### config.mk
export PLATFORM = sky130hd
export DESIGN_NAME = mips_cpu_bus_arbiter
export DESIGN_NICKNAME = d
export VERILOG_FILES = /design/src/rtl/mips_cpu_bus_arbiter.sv
export SDC_FILE = /design/constraint.sdc
export NUM_CORES = 1
export LEC_CHECK = 0
export ABC_CLOCK_PERIOD_IN_PS = 3000
export BUFFER_PORTS_ARGS = -buffer_cell sky130_fd_sc_hd__buf_2
export CAP_MARGIN = 20
export CORE_AREA = 2 2 107 109
export CTS_CLUSTER_SIZE = 40
export DETAILED_ROUTE_END_ITERATION = 7
export DIE_AREA = 0 0 109 111
export PLACE_DENSITY_LB_ADDON = 0.2
export SYNTH_ARGS = -nofsm -noshare
export SYNTH_HDL_FRONTEND = slang
export SYNTH_SLANG_ARGS = --single-unit
### constraint.sdc
create_clock -name clk -period 3 [get_ports clk]
set_clock_uncertainty 0.1 [all_clocks]
set_input_delay 0.45 -clock clk [delete_from_list [all_inputs] [get_ports clk]]
set_output_delay 0.45 -clock clk [all_outputs]
set_load 0.005 [all_outputs]
### src/rtl/mips_cpu_bus_arbiter.sv
// mips_cpu_bus_arbiter: round-robin Avalon-MM arbiter sharing one bus between fetch (port 0) and load/store (port 1)
module mips_cpu_bus_arbiter #(
    parameter int unsigned TIMEOUT = 1024
) (
    input  logic        clk,
    input  logic        reset,
    input  logic [31:0] p0_address,
    input  logic        p0_read,
    output logic        p0_waitrequest,
    output logic [31:0] p0_readdata,
    input  logic [31:0] p1_address,
    input  logic        p1_read,
    input  logic        p1_write,
    input  logic [31:0] p1_writedata,
    input  logic [3:0]  p1_byteenable,
    output logic        p1_waitrequest,
    output logic [31:0] p1_readdata,
    output logic [31:0] mem_address,
    output logic        memread,
    output logic        memwrite,
    output logic [31:0] memwritedata,
    output logic [3:0]  byteenable,
    input  logic        waitrequest,
    input  logic [31:0] memreaddata,
    output logic        timeout_err,
    output logic        protocol_err
);
    typedef enum logic [1:0] {IDLE, GRANT0, GRANT1} state_t;
    localparam logic [15:0] STALL_LIMIT = 16'(TIMEOUT - 1);
    state_t state, state_next;
    logic last;
    logic [15:0] stall_cnt;
    logic g0, g1, granted, req1;
    assign g0 = state == GRANT0;
    assign g1 = state == GRANT1;
    assign granted = g0 | g1;
    assign req1 = p1_read | p1_write;
    always_comb begin
        state_next = state;
        if (state == IDLE)
            state_next = (p0_read && (!req1 || last)) ? GRANT0 : req1 ? GRANT1 : IDLE;
        else if (!waitrequest)
            state_next = IDLE;
    end
    assign mem_address    = g0 ? p0_address : g1 ? p1_address : '0;
    assign memread        = g0 ? p0_read : g1 & p1_read & ~p1_write;
    assign memwrite       = g1 & p1_write;
    assign memwritedata   = g1 ? p1_writedata : '0;
    assign byteenable     = g0 ? 4'hF : g1 ? p1_byteenable : 4'h0;
    assign p0_waitrequest = !(g0 && !waitrequest);
    assign p1_waitrequest = !(g1 && !waitrequest);
    assign p0_readdata    = memreaddata;
    assign p1_readdata    = memreaddata;
    always_ff @(posedge clk) begin
        if (reset) begin
            state        <= IDLE;
            last         <= 1'b1;
            stall_cnt    <= '0;
            timeout_err  <= 1'b0;
            protocol_err <= 1'b0;
        end else begin
            state <= state_next;
            if (granted && !waitrequest)
                last <= g1;
            stall_cnt <= !granted ? '0 : (waitrequest && stall_cnt != 16'hFFFF) ? stall_cnt + 16'd1 : stall_cnt;
            if (granted && waitrequest && stall_cnt == STALL_LIMIT)
                timeout_err <= 1'b1;
            if (g1 && p1_read && p1_write)
                protocol_err <= 1'b1;
        end
    end
endmodule

# Yosys cells after proc, flatten, opt, wreduce, memory -nomap -nowiden
# Index checks and enable logic that the tools add are counted.
[totals]
elab_cells = 44
ff_bits = 21
output_inout_bits = 138
input_bits = 138
[classes]
reduce_logical = 16
eq_ne = 5
n_mux = 10
add_sub_neg = 1
bitwise_logic = 7
[op_table]
columns = ["operator", "count"]
rows = [
  ["$mux 32", 3],
  ["$add 16x1->16 const B", 1],
  ["$eq 16x10->1 const B", 1],
  ["$ne 16x16->1 const B", 1],
  ["$logic_and 1x1->1", 9],
  ["$mux 2", 4],
  ["$mux 4", 2],
  ["$logic_not 1->1", 4],
  ["$and 1x1->1", 3],
  ["$eq 2x1->1 const B", 1],
  ["$eq 2x2->1 const B", 1],
  ["$logic_not 2->1", 1],
  ["$ne 2x1->1 const B", 1],
  ["$not 1->1", 2],
  ["$or 1x1->1", 2],
  ["$reduce_or 2->1", 1],
  ["$logic_or 1x1->1", 1],
  ["$mux 1", 1],
]

# Logic depth before layout (Yosys ltp)
[logic_depth]
word_depth = 6
depth_mapped = 6
depth_no_buf = 6

# Worst setup path after synthesis
# No wires, ideal clock.
[synth_path]
path_kind = "register -> output"
startpoint = "reg state[1]"
endpoint = "out mem_address[10]"
path_stages_with_launch = 7
path_buffers = 2
arrival_ns = 1.339
required_time_ns = 2.450
path_slack_ns = 1.111
path_cell_list = "dfxtp_1 > inv_1 > ha_1 > nor2b_1 > clkbuf_1 > clkbuf_1 > a22o_1"
[synth_via]
elab_chain_cells = 3
elab_cells_between_ends = 4
cone_classes = "2 x eq/ne; 2 x mux"
[synth_rtl]
columns = ["item", "line", "source"]
rows = [
  ["from (decl)", "30", "state_t state, state_next;"],
  ["from (signal assigned)", "62", "state <= state_next;"],
  ["$eq 2x2->1", "35", "assign g1 = state == GRANT1;"],
  ["$mux 32", "45", "assign mem_address = g0 ? p0_address : g1 ? p1_address : '0;"],
  ["$mux 32 *", "45", ""],
  ["to (decl)", "18", "output logic [31:0] mem_address,"],
]
# Every way passes the cells marked *; elsewhere a longest branch is shown, timed or not.

# Final worst setup path
[layout_path]
startpoint = "reg state[1]"
endpoint = "out mem_address[12]"
# Same word-level chain as after synthesis.

==> metrics.cfg <==
[logic_synthesis]
synth_edf_count=0
ys.flop_type=dfxtp_1
synthTopCellsByCount=buf_4, and2_1, a22o_1
netlist_top_cells_area=buf_4, dfxtp_1, a22o_1
yosys_warnings=0
synth_nets=421
syn_area_mm2=0.00219
netlist_instances=278
yosysTopAreaCellShare=0.226
synth_most_common_cell=buf_4
async_flop_share=0
yosysUniqueCellTypes=44
yosysTopAreaCell=buf_4
synth-seq-cells=21
seq_area_frac_synth=0.192
syn_avg_cell_area_um2=7.89

[routing]
vias=2374
top_layer=met4
drtPass1Iterations=5
route.layer.met1.wl_um=4050
met2_length_um=4260
viasPerCell=4.51
wl_met3_um=824
drt-total-wl_um=9140
wl_per_cell_um=17.4
detail-route-antenna-nets=0
drcViolationCount=0
drtIter0Drc=123

[timing]
fin_crit_sh=0.832
tightest_slew_ps=848
hold_viol=0
maxSlewViolCount=0
setup_violations=0
layout_min_cycle_time_ps=2500
fin_setup_tns_ps=0
relSlewSlack=0.430
fmax_ghz=0.401
rsz0062_at_grt=no

[layout]
fin_cells=526
synthToLayoutAreaGrowth_pct=28.5
fin_util=0.255
drive_gt1_frac=0.512
antenna_cells=0
nets=527
ff_latch_area_um2=420
multiInputGateArea_mm2=0.00121
num-fill-cells=1247

[clock_tree]
clk_pin_slew_worst_paths_ps=60
clock-sinks=21
hold_buffers=0
clockRootBuffer=clkbuf_16
insertion_delay_ps=250
clockBufferDepth=2
h-tree-depth=1
numCtsBuffers=3
cts_resized=0
cts_tree=built
cts_setup_buffers=0

[min_path]
min_path_cells=2
hold_path_class=in -> reg

[setup_path]
reg2reg_slack_ps=1010
worst-path-stages=6
critPathMaxStageDelay_ps=430
path_cells=inv_1, ha_1, nor2b_2, buf_4, a22o_1, buf_2
crit_path_start_kind=flip-flop
path_buf_inv=3
worstSetupPathType=reg -> out
end_kind=output pin
cp_max_fo=20
r2r_end=stall_cnt[9]
r2r_cells=4
r2r_start=stall_cnt[11]
cp_data_required_time_ps=2450
endpoint=mem_address[12]
crit_start=state[1]
path_delay_family=buffers and inverters
slowest_stage=nor2b_2
cp_data_arrival_time_ps=1950

[status]
status=finished clean

[grt]
grt_pass1_vias=2139
grt_remaining_overflow=0
grt_max_degree=40
grt_pass1_wl_um=12800
grtUsageTotal=0.137
grt_antenna_before_repair=2

[die]
dieArea_mm2=0.0121
die_w_um=109
num_rows=39
fp.coreArea_mm2=0.0111
fp.dieH_um=111
io_pins=276
start_util=0.198

[power_and_ir_drop]
leakage_nw=1.52
power_density_mw_per_mm2=314
ir_drop_mv=0.307

[place]
place_congestion=0.762
portBuffers=179
hpwl_um=7930
dp_cells=522

[run]
cap_violations=0

-- where the power goes --
group | internal, mW | leakage [nW] | total [mW] | switching, mW
sequential | 0.285 | 0.170 | 0.289 | 0.00437
combinational | 0.163 | 1.32 | 0.316 | 0.153
clock | 0.181 | 0.0382 | 0.282 | 0.101
-- flip-flops by register name, indices dropped and copies added (netlist names) --
register and cells:
protocol_err 1, state 2, last 1, stall_cnt 16
timeout_err 1
-- area by class of cell --
cell class,instances,share of cell area
multi-input combinational,173,0.430
timing repair buffer,182,0.326
sequential,21,0.149
tap,143,0.0634
clock buffer,4,0.0280
inverter,3,0.00399
-- worst min path at each step --
stage                               to          from
after floorplan           protocol_err  protocol_err
after global placement     timeout_err   timeout_err
after detailed placement  protocol_err  protocol_err
after CTS                 protocol_err         reset
after global routing          state[0]         reset
final                         state[0]         reset
-- cell usage in the layout (no fill, tap or decap), types with 4 or more instances in the layout --
master	instances
nand4_1	5
buf_2	179
a22o_1	32
a21o_1	4
and2_1	35
nand2_1	7
dfxtp_1	21
nor2_1	14
o21ai_1	5
or3_1	6
a21oi_1	11
ha_1	5
nand3_1	6
-- kinds of logic (layout without fill, tap and decap cells) --
logic type                 after synthesis  in the layout  synth area share
AOI/OAI and AO/OA                       71             71             0.252
DFF                                     21             21             0.192
xor gates and xnor gates                 2              2           0.00798
adders and majority gates                5              5            0.0285
and+or+nand+nor                         95             95             0.263
buffers and inverters                   84            189             0.257
-- worst register-to-register path, stage by stage (launching register included) --
cell	delay [ps]
dfxtp_1	400
nand4_1	290
nor4_2	790
or3_1	210
a21oi_1	60
-- per-layer routing --
metal  vias up  GRT usage
met5         -          0
met4         0    0.00769
met3         2     0.0341
met2       132      0.222
met1      1099      0.191
li1       1141          -
-- metrics by stage --
stage | hold slack, ps | power, mW | area [µm²] | worst slack (ps)
after floorplan | 361 | 0.506 | 2190 | 1110
after global placement | 370 | 0.614 | 2740 | 850
after global routing | 374 | 0.943 | 2820 | 365
final | 362 | 0.887 | 2820 | 505
after detailed placement | 366 | 0.617 | 2740 | 741
after CTS | 364 | 0.905 | 2820 | 465
Power figures use the tool's default switching activity.
